[src/rtl/traffic_pkg.sv]
// Shared lamp codes, controller state encodings and request FSM states for the
// highway/country traffic signal block.
package traffic_pkg;

    localparam logic [1:0] LAMP_RED    = 2'b00;
    localparam logic [1:0] LAMP_YELLOW = 2'b01;
    localparam logic [1:0] LAMP_GREEN  = 2'b10;

    typedef enum logic [1:0] {
        HGRE_CRED = 2'b00,
        HYEL_CRED = 2'b01,
        HRED_CGRE = 2'b10,
        HRED_CYEL = 2'b11
    } ctrl_state_t;

    typedef enum logic [1:0] {
        IDLE  = 2'b00,
        ARMED = 2'b01,
        REQ   = 2'b10,
        SERVE = 2'b11
    } req_state_t;

    // Bits needed to hold 0..n, never less than one.
    function automatic int unsigned cnt_width(input int unsigned n);
        return (n < 1) ? 1 : $clog2(n + 1);
    endfunction

endpackage

[src/rtl/sensor_debounce.sv]
// Debounces the country-road sensor; TRAFFIC_REQ_SYNC_EN adds a 2-flop
// synchronizer ahead of the debounce counter.
module sensor_debounce
    import traffic_pkg::*;
#(
    parameter int unsigned DEBOUNCE_CYCLES = 4
) (
    input  logic clk,
    input  logic rst_n,
    input  logic din,
    output logic dout
);

    localparam int unsigned CW = cnt_width(DEBOUNCE_CYCLES);
    localparam logic [CW-1:0] LAST = CW'(DEBOUNCE_CYCLES - 1);

    logic          sample;
    logic [CW-1:0] cnt;

`ifdef TRAFFIC_REQ_SYNC_EN
    logic [1:0] sync_q;

    always_ff @(posedge clk) begin
        if (!rst_n) begin
            sync_q <= '0;
        end else begin
            sync_q <= {sync_q[0], din};
        end
    end

    assign sample = sync_q[1];
`else
    assign sample = din;
`endif

    // The sample that makes the run DEBOUNCE_CYCLES long flips the level itself.
    always_ff @(posedge clk) begin
        if (!rst_n) begin
            cnt  <= '0;
            dout <= 1'b0;
        end else if (sample != dout) begin
            if (cnt == LAST) begin
                cnt  <= '0;
                dout <= ~dout;
            end else begin
                cnt <= cnt + 1'b1;
            end
        end else begin
            cnt <= '0;
        end
    end

endmodule

[src/rtl/traffic_request_gen.sv]
// Car-waiting request generator: debounced sensor, minimum highway-green timer
// and request FSM. Optional input synchronizer: TRAFFIC_REQ_SYNC_EN.
module traffic_request_gen
    import traffic_pkg::*;
#(
    parameter int unsigned DEBOUNCE_CYCLES = 4,
    parameter int unsigned MIN_HWY_GREEN   = 16
) (
    input  logic       clk,
    input  logic       rst_n,
    input  logic       sensor_raw,
    input  logic [1:0] hwy,
    input  logic [1:0] cntry,
    output logic       x,
    output logic       car_waiting,
    output logic       sensor_filt
);

    localparam int unsigned GW = cnt_width(MIN_HWY_GREEN);
    localparam logic [GW-1:0] GREEN_MAX = GW'(MIN_HWY_GREEN);

    logic [GW-1:0] green_cnt;
    req_state_t    state, state_next;

    sensor_debounce #(
        .DEBOUNCE_CYCLES(DEBOUNCE_CYCLES)
    ) u_debounce (
        .clk  (clk),
        .rst_n(rst_n),
        .din  (sensor_raw),
        .dout (sensor_filt)
    );

    always_ff @(posedge clk) begin
        if (!rst_n) begin
            green_cnt <= '0;
        end else if (hwy == LAMP_GREEN) begin
            if (green_cnt != GREEN_MAX) begin
                green_cnt <= green_cnt + 1'b1;
            end
        end else begin
            green_cnt <= '0;
        end
    end

    // Outputs are registered from the next state so they align with the state.
    always_ff @(posedge clk) begin
        if (!rst_n) begin
            state       <= IDLE;
            x           <= 1'b0;
            car_waiting <= 1'b0;
        end else begin
            state       <= state_next;
            x           <= (state_next == REQ);
            car_waiting <= (state_next == ARMED) || (state_next == REQ);
        end
    end

    always_comb begin
        state_next = state;
        case (state)
            IDLE:  if (sensor_filt) state_next = ARMED;
            ARMED: begin
                if (green_cnt == GREEN_MAX) begin
                    state_next = REQ;
                end else if (!sensor_filt) begin
                    state_next = IDLE;
                end
            end
            REQ:   if (cntry == LAMP_GREEN) state_next = SERVE;
            SERVE: if (cntry == LAMP_RED && hwy == LAMP_GREEN) state_next = IDLE;
            default: state_next = IDLE;
        endcase
    end

endmodule

[config.mk]
export PLATFORM = sky130hd
export DESIGN_NAME = traffic_request_gen
export DESIGN_NICKNAME = d
export VERILOG_FILES = /design/src/rtl/traffic_pkg.sv /design/src/rtl/sensor_debounce.sv /design/src/rtl/traffic_request_gen.sv
export SDC_FILE = /design/constraint.sdc
export NUM_CORES = 1
export LEC_CHECK = 0
export BUFFER_PORTS_ARGS = -buffer_cell sky130_fd_sc_hd__buf_2
export CORE_MARGIN = 5
export CORE_UTILIZATION = 30
export CTS_BUF_LIST = sky130_fd_sc_hd__clkbuf_4 sky130_fd_sc_hd__clkbuf_8
export DETAILED_ROUTE_END_ITERATION = 16
export MAX_ROUTING_LAYER = met4
export SLEW_MARGIN = 20
export SYNTH_ARGS = -nofsm -noshare
export SYNTH_HDL_FRONTEND = slang
export SYNTH_HIERARCHICAL = 1
export SYNTH_SLANG_ARGS = --single-unit
[constraint.sdc]
create_clock -name clk -period 3.4 [get_ports clk]
set_clock_uncertainty 0.1 [all_clocks]
set_input_delay 0 -clock clk [delete_from_list [all_inputs] [get_ports clk]]
set_output_delay 0 -clock clk [all_outputs]
set_load 0.02 [all_outputs]
Word level (Yosys, flattened, before mapping)
Cells that the tools add are included.
{"block": "word_totals", "output_inout_bits": 3, "input_bits": 7, "regBits": 13, "elab_cells": 35}
{"block": "classes", "mux": 6, "addsub": 2, "n_bitwise": 3, "reduce_logical": 7, "eq_ne": 11}
{"operator": "$eq A2 B2 Y1 const B", "n": 5}
{"operator": "$mux W2", "n": 5}
{"operator": "$pmux W2 S4", "n": 1}
{"operator": "$add A5 B1 Y5 const B", "n": 1}
{"operator": "$eq A5 B5 Y1 const B", "n": 1}
{"operator": "$ne A5 B5 Y1 const B", "n": 1}
{"operator": "$eq A2 B1 Y1 const B", "n": 2}
{"operator": "$logic_not A2 Y1", "n": 2}
{"operator": "$reduce_and A2 Y1", "n": 2}
{"operator": "$add A3 B1 Y3 const B", "n": 1}
{"operator": "$eq A3 B2 Y1 const B", "n": 1}
{"operator": "$not A1 Y1", "n": 3}
{"operator": "$reduce_or A3 Y1", "n": 1}
{"operator": "$logic_and A1 B1 Y1", "n": 1}
{"operator": "$logic_or A1 B1 Y1", "n": 1}
{"operator": "$ne A1 B1 Y1", "n": 1}

Logic depth before layout (Yosys ltp)
Gate-level depths: netlist of the first run.
{"block": "depth", "ltp_word": 6, "mapped_depth": 7, "mapped_depth_nobuf": 7}

By module
Netlist of the first run, hierarchy kept.
{"module": "traffic_request_gen", "cells_per_inst": 42, "area_per_inst_um2": 407.9, "instances": 1}
{"module": "sensor_debounce", "cells_per_inst": 13, "area_per_inst_um2": 163.9, "instances": 1}

Worst setup path after synthesis of the first run
No wires, ideal clock.
{"block": "synth_path", "kind": "flip-flop to flip-flop", "start": "register green_cnt[0]", "end": "register x", "stages_incl_launch_ff": 8, "setup_time_ns": 0.115, "required_ns": 3.185, "path_slack_ns": 1.720, "t_arrival_ns": 1.465, "path_cell_list": "dfxtp_1 > inv_1 > ha_1 > and4bb_2 > a21oi_1 > a22oi_1 > ha_1 > and2_1"}
{"block": "synth_between", "elab_chain_len": 4}
{"element": "start, declared", "line": "traffic_request_gen.sv:22", "text": "logic [GW-1:0] green_cnt;"}
{"element": "start signal, assigned", "line": "traffic_request_gen.sv:39", "text": "green_cnt <= green_cnt + 1'b1;"}
{"element": "$eq A5 B5 Y1", "line": "traffic_request_gen.sv:64", "text": "if (green_cnt == GREEN_MAX) begin"}
{"element": "$mux W2", "line": "traffic_request_gen.sv:64"}
{"element": "$pmux W2 S4", "line": "traffic_request_gen.sv:61", "text": "case (state)"}
{"element": "$eq A2 B2 Y1", "line": "traffic_request_gen.sv:54", "text": "x <= (state_next == REQ);"}
{"element": "end signal, assigned", "line": "traffic_request_gen.sv:54"}
{"element": "end, declared", "line": "traffic_request_gen.sv:14", "text": "output logic x,"}
Every way passes these cells.
A chain may end at the register's enable or synchronous reset.

Worst setup path after layout of the first run
{"block": "layout_path", "start": "register green_cnt[0]", "end": "register car_waiting"}
{"block": "layout_between", "elab_chain_len": 5, "elab_cells_between_ends": 6}
{"element": "$eq A5 B5 Y1 (*)", "line": "traffic_request_gen.sv:64"}
{"element": "$mux W2 (*)", "line": "traffic_request_gen.sv:64"}
{"element": "$pmux W2 S4 (*)", "line": "traffic_request_gen.sv:61"}
{"element": "$eq A2 B1 Y1 or $eq A2 B2 Y1 (tied branches)", "line": "traffic_request_gen.sv:55", "text": "car_waiting <= (state_next == ARMED) || (state_next == REQ);"}
{"element": "$logic_or A1 B1 Y1 (*)", "line": "traffic_request_gen.sv:55"}
{"element": "end signal, assigned", "line": "traffic_request_gen.sv:55"}
{"element": "end, declared", "line": "traffic_request_gen.sv:15", "text": "output logic car_waiting,"}
Mark *: on every way between the ends. The rest lies on a longest branch, timed or not.

==> results.py, run 1 <==
metrics = {
    "outcome": {
        "status": "finished, final reports clean",
    },
    "global_route": {
        "grt_remaining_overflow": 0,
        "grt_max_degree": 11,
        "antenna_found_initial": 0,
        "grt_pass1_wl_mm": 1.75,
        "grt_usage": 0.0922,
        "grt_pass1_vias": 438,
    },
    "logic_synthesis": {
        "synthAdderAreaFrac": 0.109,
        "synth-simple-area-share": 0.236,
        "synth_compound_gate_area_share": 0.0613,
        "yosys-top-cells-area": "dfxtp_1, ha_1, xnor2_1, and4bb_2, mux2i_1",
        "synth_area_leader_cell": "dfxtp_1",
        "synthCells": 55,
        "yosysSeqAreaShare": 0.455,
        "avgSynthCellArea_sq_um": 10.4,
        "yosysTopAreaCellShare": 0.455,
        "synth_nets": 67,
        "yosys_warnings": 6,
        "synth-seq-cells": 13,
        "netlist-cell-type-count": 21,
        "synthMuxAreaShare": 0.0350,
        "synthXorXnorAreaFrac": 0.0766,
        "synth_top_family_by_area": "simple AND/OR/NAND/NOR gates",
        "syn-cell-area_sq_um": 572,
    },
    "critical_path": {
        "cp_data_arrival_time_ns": 1.91,
        "slowest_delay_ns": 0.36,
        "crit_path_frequent_cell": "ha_1",
        "worst-path-buf-inv": 1,
        "startpoint_type": "register",
        "end_kind": "register",
        "worstSetupPathType": "reg2reg",
        "crit_path_start": "green_cnt[0]",
        "critical_path_depth": 7,
        "path_cells": "inv_1 > ha_1 > and4bb_2 > a21oi_1 > a22oi_1 > ha_1 > nor2b_1",
        "crit_family": "adder cells",
        "crit_required_ns": 3.51,
        "critical_path_peak_fanout": 5,
        "r2r-start": "green_cnt[0]",
        "r2r_cells": 7,
        "slowest_stage": "dfxtp_1",
    },
    "detailed_routing": {
        "dr.pass1.iters": 3,
        "vias": 443,
        "routedWlPerCell_microns": 10.2,
        "remaining_drc_errors": 0,
        "drt-initial-drc-count": 5,
        "totalWireLength_mm": 1.00,
        "antenna_left": 0,
        "vias_per_cell": 4.52,
    },
    "timing": {
        "maxSlewViolCount": 0,
        "setup_viol": 0,
        "timing.fmax_ghz": 0.556,
        "tns_ns": 0,
        "post-route-min-period_ns": 1.80,
        "finalHoldViolCount": 0,
        "worst_slew_pin_slew_ns": 0.258,
        "min_period_over_period": 0.529,
        "relSlewSlack": 0.826,
        "rsz0062_at_grt": "false",
    },
    "placed_design": {
        "placed_cells": 89,
        "gp_congestion": 0.655,
        "dp_hpwl_microns": 697,
        "port_buffers": 9,
    },
    "layout": {
        "syn_to_final_growth_pct": 27.4,
        "fin_cells": 98,
        "nets": 86,
        "seqCellArea_sq_um": 260,
        "fill_cells": 189,
        "antenna_cells": 0,
        "drive_above_1_share": 0.205,
        "multiInputGateArea_sq_um": 297,
    },
    "floorplanning": {
        "die_h_microns": 53.7,
        "core_sq_um": 1760,
        "initial_core_util": 0.324,
        "ios": 10,
        "die_area_sq_um": 2880,
        "dieWidth_microns": 53.7,
        "rows": 15,
    },
    "min_path": {
        "hold_start": "hwy[1]",
        "hp-class": "in2reg",
        "whs_path_depth": 3,
    },
    "power_and_ir_drop": {
        "p_per_area_nw_per_um2": 381,
        "ir_drop_mv": 0.180,
        "power.leakage_nw": 0.288,
    },
    "clocking": {
        "cts_root_buffer": "clkbuf_4",
        "clock_path_buffers": 2,
        "cts_inserted_buffers": 3,
        "cts_tree": "done",
        "clock_sinks": 13,
        "clk_latency_ns": 0.28,
        "clk_pin_slew_worst_paths_ns": 0.08,
        "h-tree-depth": 1,
    },
    "flow_run": {
        "cap_violations": 0,
    },
}
## sequential cells by signal (all words and copies together) (netlist names)
signal / flops
car_waiting: 1
green_cnt: 5
state: 2
u_debounce/cnt: 3
u_debounce/dout: 1
x: 1
## cells in the mapped netlist
cell      number
inv_1          4
and2_1         1
xor2_1         2
nand3_1        2
and4bb_2       2
mux2i_1        2
a31o_1         1
ha_1           5
nor2_1         5
nor3_1         2
nor4b_1        2
a22oi_1        1
nand2_1        1
nor2b_1        2
a21oi_1        2
dfxtp_1       13
or3b_1         1
xnor2_1        3
nor3b_1        1
nand3b_1       2
a22o_1         1
## layout make-up
cell class / instances / area share
Multi-Input combinational cell: 38 / 0.407
Sequential cell: 13 / 0.357
Timing Repair Buffer: 14 / 0.131
Tap cell: 25 / 0.0430
Clock buffer: 4 / 0.0412
Inverter: 4 / 0.0206
## power breakdown
| part | total, W | switching [W] | leakage, nW | internal (W) |
|---|---|---|---|---|
| Sequential | 0.000155 | 0.00000113 | 0.105 | 0.000154 |
| Clock | 0.000104 | 0.0000506 | 0.0184 | 0.0000535 |
| Combinational | 0.0000179 | 0.00000738 | 0.164 | 0.0000105 |
| Total | 0.000277 | 0.0000592 | 0.288 | 0.000218 |
## timing repair
item                                   4_1_cts  5_1_grt
endpoints found under the hold margin        8        0
buffers inserted                             0        0
resized for setup                            0        0
hold buffers                                 5        0
## layout by cell type (no fill, tap or decap), types with 2 or more instances in the layout
cell / netlist / final
clkbuf_4: 0 / 4
ha_1: 5 / 5
and4bb_2: 2 / 2
nor2b_1: 2 / 2
xnor2_1: 3 / 3
nand3b_1: 2 / 2
inv_1: 4 / 4
xor2_1: 2 / 2
a21oi_1: 2 / 2
nand3_1: 2 / 2
nor4b_1: 2 / 2
dfxtp_1: 13 / 13
buf_2: 0 / 9
nor3_1: 2 / 2
dlygate4sd3_1: 0 / 5
nor2_1: 5 / 5
mux2i_1: 2 / 2
## metrics by stage
step | instance area [sq um] | utilization | setup WS (ns) | hold WS (ns) | total power, W
after global placement | 648 | 0.367 | 1.64 | 0.193 | 0.000173
after global routing | 728 | 0.413 | 1.46 | 0.0274 | 0.000295
final | 728 | 0.413 | 1.60 | 0.00984 | 0.000277
after detailed placement | 648 | 0.367 | 1.62 | 0.191 | 0.000173
after floorplan | 572 | - | 1.72 | 0.0217 | 0.000166
after CTS | 728 | 0.413 | 1.60 | 0.00341 | 0.000283
## worst min-delay path: cells and delay by family
family        cells  cell delay (ns)
simple gates      2             0.25
buf+inv           1             0.10
## routing by layer
metal,part of all wire,up-vias,routed length (microns),global-route usage
met3,0.053,4,53,0.0499
li1,-,229,-,-
met5,0,-,0,-
met2,0.46,7,465,0.133
met4,0.021,0,21,0.0511
met1,0.46,203,463,0.101
## kinds of logic after synthesis
logic type / count (synthesis)
muxes: 2
adders and majority gates: 5
AOI/OAI and AO/OA: 5
xor gates and xnor gates: 5
DFF: 13
and+or+nand+nor: 21
buffers and inverters: 4
## worst paths after layout
check / endpoint / slack, ns
setup / recovery: car_waiting / 1.60
hold / removal: green_cnt[3] / 0.01
setup reg to reg: car_waiting / 1.60
hold reg to reg: u_debounce/cnt[0] / 0.33
(Power assumes the default switching activity.)
==> run 2: changes to the inputs <==
Clock period 3.4 ns to 1.8 ns, I/O delays scaled along.
==> run 2 against run 1 <==
Count of clock-buffer cells in the layout shrank 1. Worst hold slack gained 0.0021 ns. Register-to-register slack lost 1.5 ns. Routed wire length grew 7.8%. Worst setup slack got worse by 1.5 ns. First-iteration DRC count shrank 80%. Combinational power grew 79%. Design area is 0.34% lower. Via count down 0.68%.
==> results.py, run 2 (synthesis gave the netlist of run 1 again) <==
metrics = {
    "global_route": {
        "grt_usage": 0.106,
        "grt_remaining_overflow": 0,
        "antenna_found_initial": 0,
        "grt_pass1_wl_mm": 2.01,
        "grt_pass1_vias": 444,
        "grt_max_degree": 11,
    },
    "layout": {
        "drive_above_1_share": 0.250,
        "final_common_cell": "dfxtp_1",
        "postLayoutCellArea_sq_um": 726,
        "largest_register_ffs": 5,
        "reg.largest.list": "green_cnt: 5 flops, u_debounce/cnt: 3 flops, state: 2 flops",
        "regMostFlops": "green_cnt",
        "final_cell_mix": "dfxtp_1, buf_2, nor2_1, ha_1, inv_1",
        "fill_cells": 190,
        "syn_to_final_growth_pct": 26.9,
        "nets": 85,
        "antenna_cells": 0,
    },
    "placed_design": {
        "port_buffers": 9,
        "place_ws_ns": 0.0572,
        "gp_congestion": 0.736,
        "dp_hpwl_microns": 776,
        "place_area_sq_um": 656,
    },
    "floorplanning": {
        "initial_core_util": 0.324,
        "dieWidth_microns": 53.7,
        "die_h_microns": 53.7,
        "die_area_sq_um": 2880,
        "core_sq_um": 1760,
        "ios": 10,
        "rows": 15,
    },
    "timing": {
        "tns_ns": 0,
        "setup_ws_ns": 0.131,
        "maxSlewViolCount": 0,
        "holdWs_ns": 0.0120,
        "post-route-min-period_ns": 1.67,
        "rsz0062_at_grt": "false",
        "min_period_over_period": 0.927,
        "finalHoldViolCount": 0,
        "timing.fmax_ghz": 0.599,
        "worst_slew_pin_slew_ns": 0.250,
        "setup_viol": 0,
        "relSlewSlack": 0.832,
    },
    "min_path": {
        "hold_start": "hwy[0]",
        "worstHoldEndpoint": "green_cnt[1]",
        "whs_path_depth": 3,
        "hp-class": "in2reg",
    },
    "critical_path": {
        "end_kind": "register",
        "crit_path_start": "green_cnt[0]",
        "r2r-end": "car_waiting",
        "r2r-start": "green_cnt[0]",
        "r2r_cells": 7,
        "r2r_slack_ns": 0.13,
        "worstSetupPathType": "reg2reg",
        "crit_required_ns": 1.93,
        "critical_path_peak_fanout": 3,
        "cp_data_arrival_time_ns": 1.79,
        "startpoint_type": "register",
    },
    "clocking": {
        "clock_path_buffers": 2,
        "clock_sinks": 13,
        "clk_pin_slew_worst_paths_ns": 0.08,
        "cts_inserted_buffers": 3,
        "cts_tree": "done",
        "cts_root_buffer": "clkbuf_4",
        "cts_setup_buffers": 0,
        "h-tree-depth": 1,
        "clk_latency_ns": 0.28,
    },
    "power_and_ir_drop": {
        "seqPwrFrac": 0.577,
        "p_int_w": 0.000392,
        "p_per_area_nw_per_um2": 701,
        "switchingPower_w": 0.000116,
        "switching_share": 0.229,
        "ir_drop_mv": 0.517,
        "power.leakage_nw": 0.284,
        "comb_power_share": 0.063,
        "clockPowerShare": 0.360,
    },
    "detailed_routing": {
        "drt-initial-drc-count": 1,
        "vias_per_cell": 4.54,
        "vias": 440,
        "dr.pass1.iters": 4,
        "remaining_drc_errors": 0,
        "totalWireLength_mm": 1.08,
        "antenna_left": 0,
        "routedWlPerCell_microns": 11.2,
    },
    "outcome": {
        "status": "finished, final reports clean",
    },
    "flow_run": {
        "cap_violations": 0,
    },
}
run 2: cell types whose count changed in the layout (fill, tap and decap cells not counted):
cell and delta:
a21oi_1 -1, buf_4 +1, dfxtp_1 -1, clkbuf_4 -1, dfxtp_2 +1, a21oi_4 +1, clkinv_2 +1, dlygate4sd3_1 -2
run 2: timing repair:
item | in CTS | in global routing
endpoints found under the hold margin | 7 | 0
hold buffers | 3 | 0
setup endpoints to repair | 0 | 2
gates resized for setup | 0 | 3
run 2: power groups by stage:
stage	combinational [W]	sequential, W	clock (W)
6_report	0.0000321	0.000294	0.000183
5_1_grt	0.0000368	0.000294	0.000217
4_1_cts	0.0000325	0.000294	0.000194
3_5_place_dp	0.0000275	0.000300	0
3_3_place_gp	0.0000267	0.000300	0
2_1_floorplan	0.0000144	0.000300	0
run 2: worst max path at each step:
stage                   to  cells past startpoint
3_5_place_dp   car_waiting                      7
5_1_grt        car_waiting                      7
6_report       car_waiting                      7
3_3_place_gp   car_waiting                      7
2_1_floorplan            x                      7
4_1_cts        car_waiting                      7
run 2: through the flow:
| stage | power (W) | util | instances |
|---|---|---|---|
| CTS | 0.000520 | 0.404 | 97 |
| detailed placement | 0.000328 | 0.372 | 90 |
| global route | 0.000548 | 0.411 | 97 |
| global placement | 0.000327 | 0.372 | 90 |
| finish | 0.000509 | 0.411 | 97 |
| floorplan | 0.000314 | - | 55 |
run 2: layer usage:
metal | part of all wire | vias up | track usage | wire length (microns)
li1 | - | 227 | - | -
met3 | 0.058 | 4 | 0.0582 | 63
met1 | 0.43 | 201 | 0.112 | 465
met2 | 0.49 | 8 | 0.161 | 535
met4 | 0.017 | 0 | 0.0511 | 18
met5 | 0 | - | - | 0
run 2: layout make-up:
class                      instances  area (sq um)  area share
clock buffer                       3          22.5      0.0310
multi-input combinational         38           308       0.424
clock inverter                     1          5.00     0.00690
timing repair buffer              13          82.6       0.114
tap                               25          31.3      0.0431
sequential                        13           262       0.360
inverter                           4          15.0      0.0207
run 2: worst max-delay path, cell delays in order, from the launching register on:
cell	delay, ns
dfxtp_1	0.36
inv_1	0.08
ha_1	0.19
and4bb_2	0.26
a21oi_4	0.14
a22oi_1	0.08
ha_1	0.31
nor2b_1	0.10
==> run 3: changes to the inputs <==
Settings changed: CORE_UTILIZATION 30 to 28.
==> run 3 against run 2 <==
The flow now finishes with violations (hold timing). Utilization fell by 3.7 points. Via count grew 0.91%. Die area increased by 5.8%. Cell count up 3.1%. Worst hold slack worse by 0.015 ns. Non-clock buffer count up 1. Critical path depth is 2 lower. Critical path type unchanged. Largest power group unchanged.
==> results.py, run 3 (synthesis gave the netlist of run 1 again) <==
metrics = {
    "global_route": {
        "grt_pass1_vias": 463,
        "grt_max_degree": 11,
        "grt_pass1_wl_mm": 1.83,
        "grt_usage": 0.0901,
        "grt_remaining_overflow": 0,
        "antenna_found_initial": 0,
    },
    "floorplanning": {
        "dieWidth_microns": 55.2,
        "ios": 10,
        "die_area_sq_um": 3050,
        "initial_core_util": 0.291,
        "die_h_microns": 55.2,
        "rows": 16,
        "core_sq_um": 1960,
    },
    "clocking": {
        "cts_tree": "done",
        "clock_path_buffers": 2,
        "clock_sinks": 13,
        "cts_setup_buffers": 0,
        "cts_inserted_buffers": 3,
        "h-tree-depth": 1,
        "clk_pin_slew_worst_paths_ns": 0.09,
        "cts_root_buffer": "clkbuf_4",
        "clk_latency_ns": 0.28,
    },
    "power_and_ir_drop": {
        "p_per_area_nw_per_um2": 700,
        "seqPwrFrac": 0.571,
        "ir_drop_mv": 0.520,
        "clockPowerShare": 0.365,
        "power.leakage_nw": 0.289,
        "switchingPower_w": 0.000121,
        "switching_share": 0.236,
        "p_int_w": 0.000393,
        "comb_power_share": 0.064,
        "total_power_w": 0.000514,
    },
    "critical_path": {
        "crit_family": "buffers and inverters",
        "slowest_stage": "dlygate4sd3_1",
        "slowest_delay_ns": 0.55,
        "path_cells": "ha_1 > ha_2 > mux2i_1 > nor2b_1 > dlygate4sd3_1",
        "critical_path_peak_fanout": 4,
        "worst-path-buf-inv": 1,
        "startpoint_type": "register",
        "crit_required_ns": 1.88,
        "end_kind": "register",
        "worstSetupPathType": "reg2reg",
        "cp_data_arrival_time_ns": 1.81,
    },
    "placed_design": {
        "dp_hpwl_microns": 753,
        "port_buffers": 9,
        "place_area_sq_um": 658,
        "gp_congestion": 0.677,
        "placed_cells": 92,
    },
    "outcome": {
        "failed_checks": "hold timing",
        "status": "finished with violations",
    },
    "detailed_routing": {
        "vias": 444,
        "totalWireLength_mm": 1.05,
        "drt-initial-drc-count": 2,
        "routedWlPerCell_microns": 10.5,
        "remaining_drc_errors": 0,
        "vias_per_cell": 4.44,
        "antenna_left": 0,
        "dr.pass1.iters": 4,
    },
    "layout": {
        "syn_to_final_growth_pct": 28.4,
        "regMostFlops": "green_cnt",
        "drive_above_1_share": 0.274,
        "reg.largest.list": "green_cnt: 5 flops, u_debounce/cnt: 3 flops, state: 2 flops",
        "antenna_cells": 0,
        "postLayoutCellArea_sq_um": 734,
        "final_common_cell": "dfxtp_1",
        "fin_util": 0.374,
        "largest_register_ffs": 5,
        "fill_cells": 226,
        "fin_cells": 100,
        "nets": 86,
        "final_cell_mix": "dfxtp_1, buf_2, nor2_1",
    },
    "timing": {
        "maxSlewViolCount": 0,
        "timing.fmax_ghz": 0.578,
        "setup_viol": 0,
        "relSlewSlack": 0.826,
        "min_period_over_period": 0.961,
        "finalHoldViolCount": 2,
        "worst_slew_pin_slew_ns": 0.257,
        "holdWs_ns": -0.00348,
        "post-route-min-period_ns": 1.73,
    },
    "min_path": {
        "hp-class": "in2reg",
    },
    "flow_run": {
        "cap_violations": 0,
    },
}
-- run 3: worst paths after layout --
check,from,endpoint,slack [ns],depth (start not counted)
hold / removal,hwy[0],green_cnt[0],-0.003,3
setup reg to reg,u_debounce/cnt[0],u_debounce/dout,0.07,5
hold reg to reg,u_debounce/cnt[0],u_debounce/cnt[0],0.36,1
setup / recovery,u_debounce/cnt[0],u_debounce/dout,0.07,5
-- run 3: area by class of cell --
class	count	area, sq um	area share
well taps	27	33.8	0.0460
inverters	4	15.0	0.0204
clock buffers	3	22.5	0.0307
multi-input cells	38	303	0.412
flip-flops and latches	13	263	0.358
repair buffers	14	92.6	0.126
clock inverters	1	5.00	0.00681
-- run 3: what timing repair did --
| action | in CTS | in global routing |
|---|---|---|
| endpoints found under the hold margin | 7 | 0 |
| setup endpoints to repair | 0 | 3 |
| gates resized for setup | 0 | 4 |
| hold buffers | 4 | 0 |
-- run 3: layer usage --
metal | global-route usage | vias up | wire length [microns]
li1 | - | 226 | -
met4 | 0.0364 | 0 | 14
met2 | 0.146 | 7 | 511
met3 | 0.0483 | 5 | 50
met1 | 0.0912 | 206 | 472
met5 | - | - | 0
-- run 3: worst reg2reg max path, delay by kind of cell (launching register included) --
kind | cells | cell delay, ns
and+or+nand+nor | 1 | 0.06
buffers and inverters | 1 | 0.55
DFF | 1 | 0.35
adders and majority gates | 2 | 0.39
muxes | 1 | 0.19
-- run 3: power by group through the flow --
stage	Combinational, W	Sequential, W	Clock, W
final	0.0000328	0.000294	0.000187
after global routing	0.0000373	0.000295	0.000209
after CTS	0.0000328	0.000294	0.000196
after detailed placement	0.0000276	0.000300	0
after global placement	0.0000266	0.000300	0
after floorplan	0.0000144	0.000300	0
-- run 3: stage by stage --
stage / setup slack, ns / setup TNS [ns]
after floorplan: 0.120 / 0
after global placement: 0.0879 / 0
after detailed placement: 0.0278 / 0
after CTS: 0.0101 / 0
after global routing: -0.00783 / -0.00783
final: 0.0697 / 0
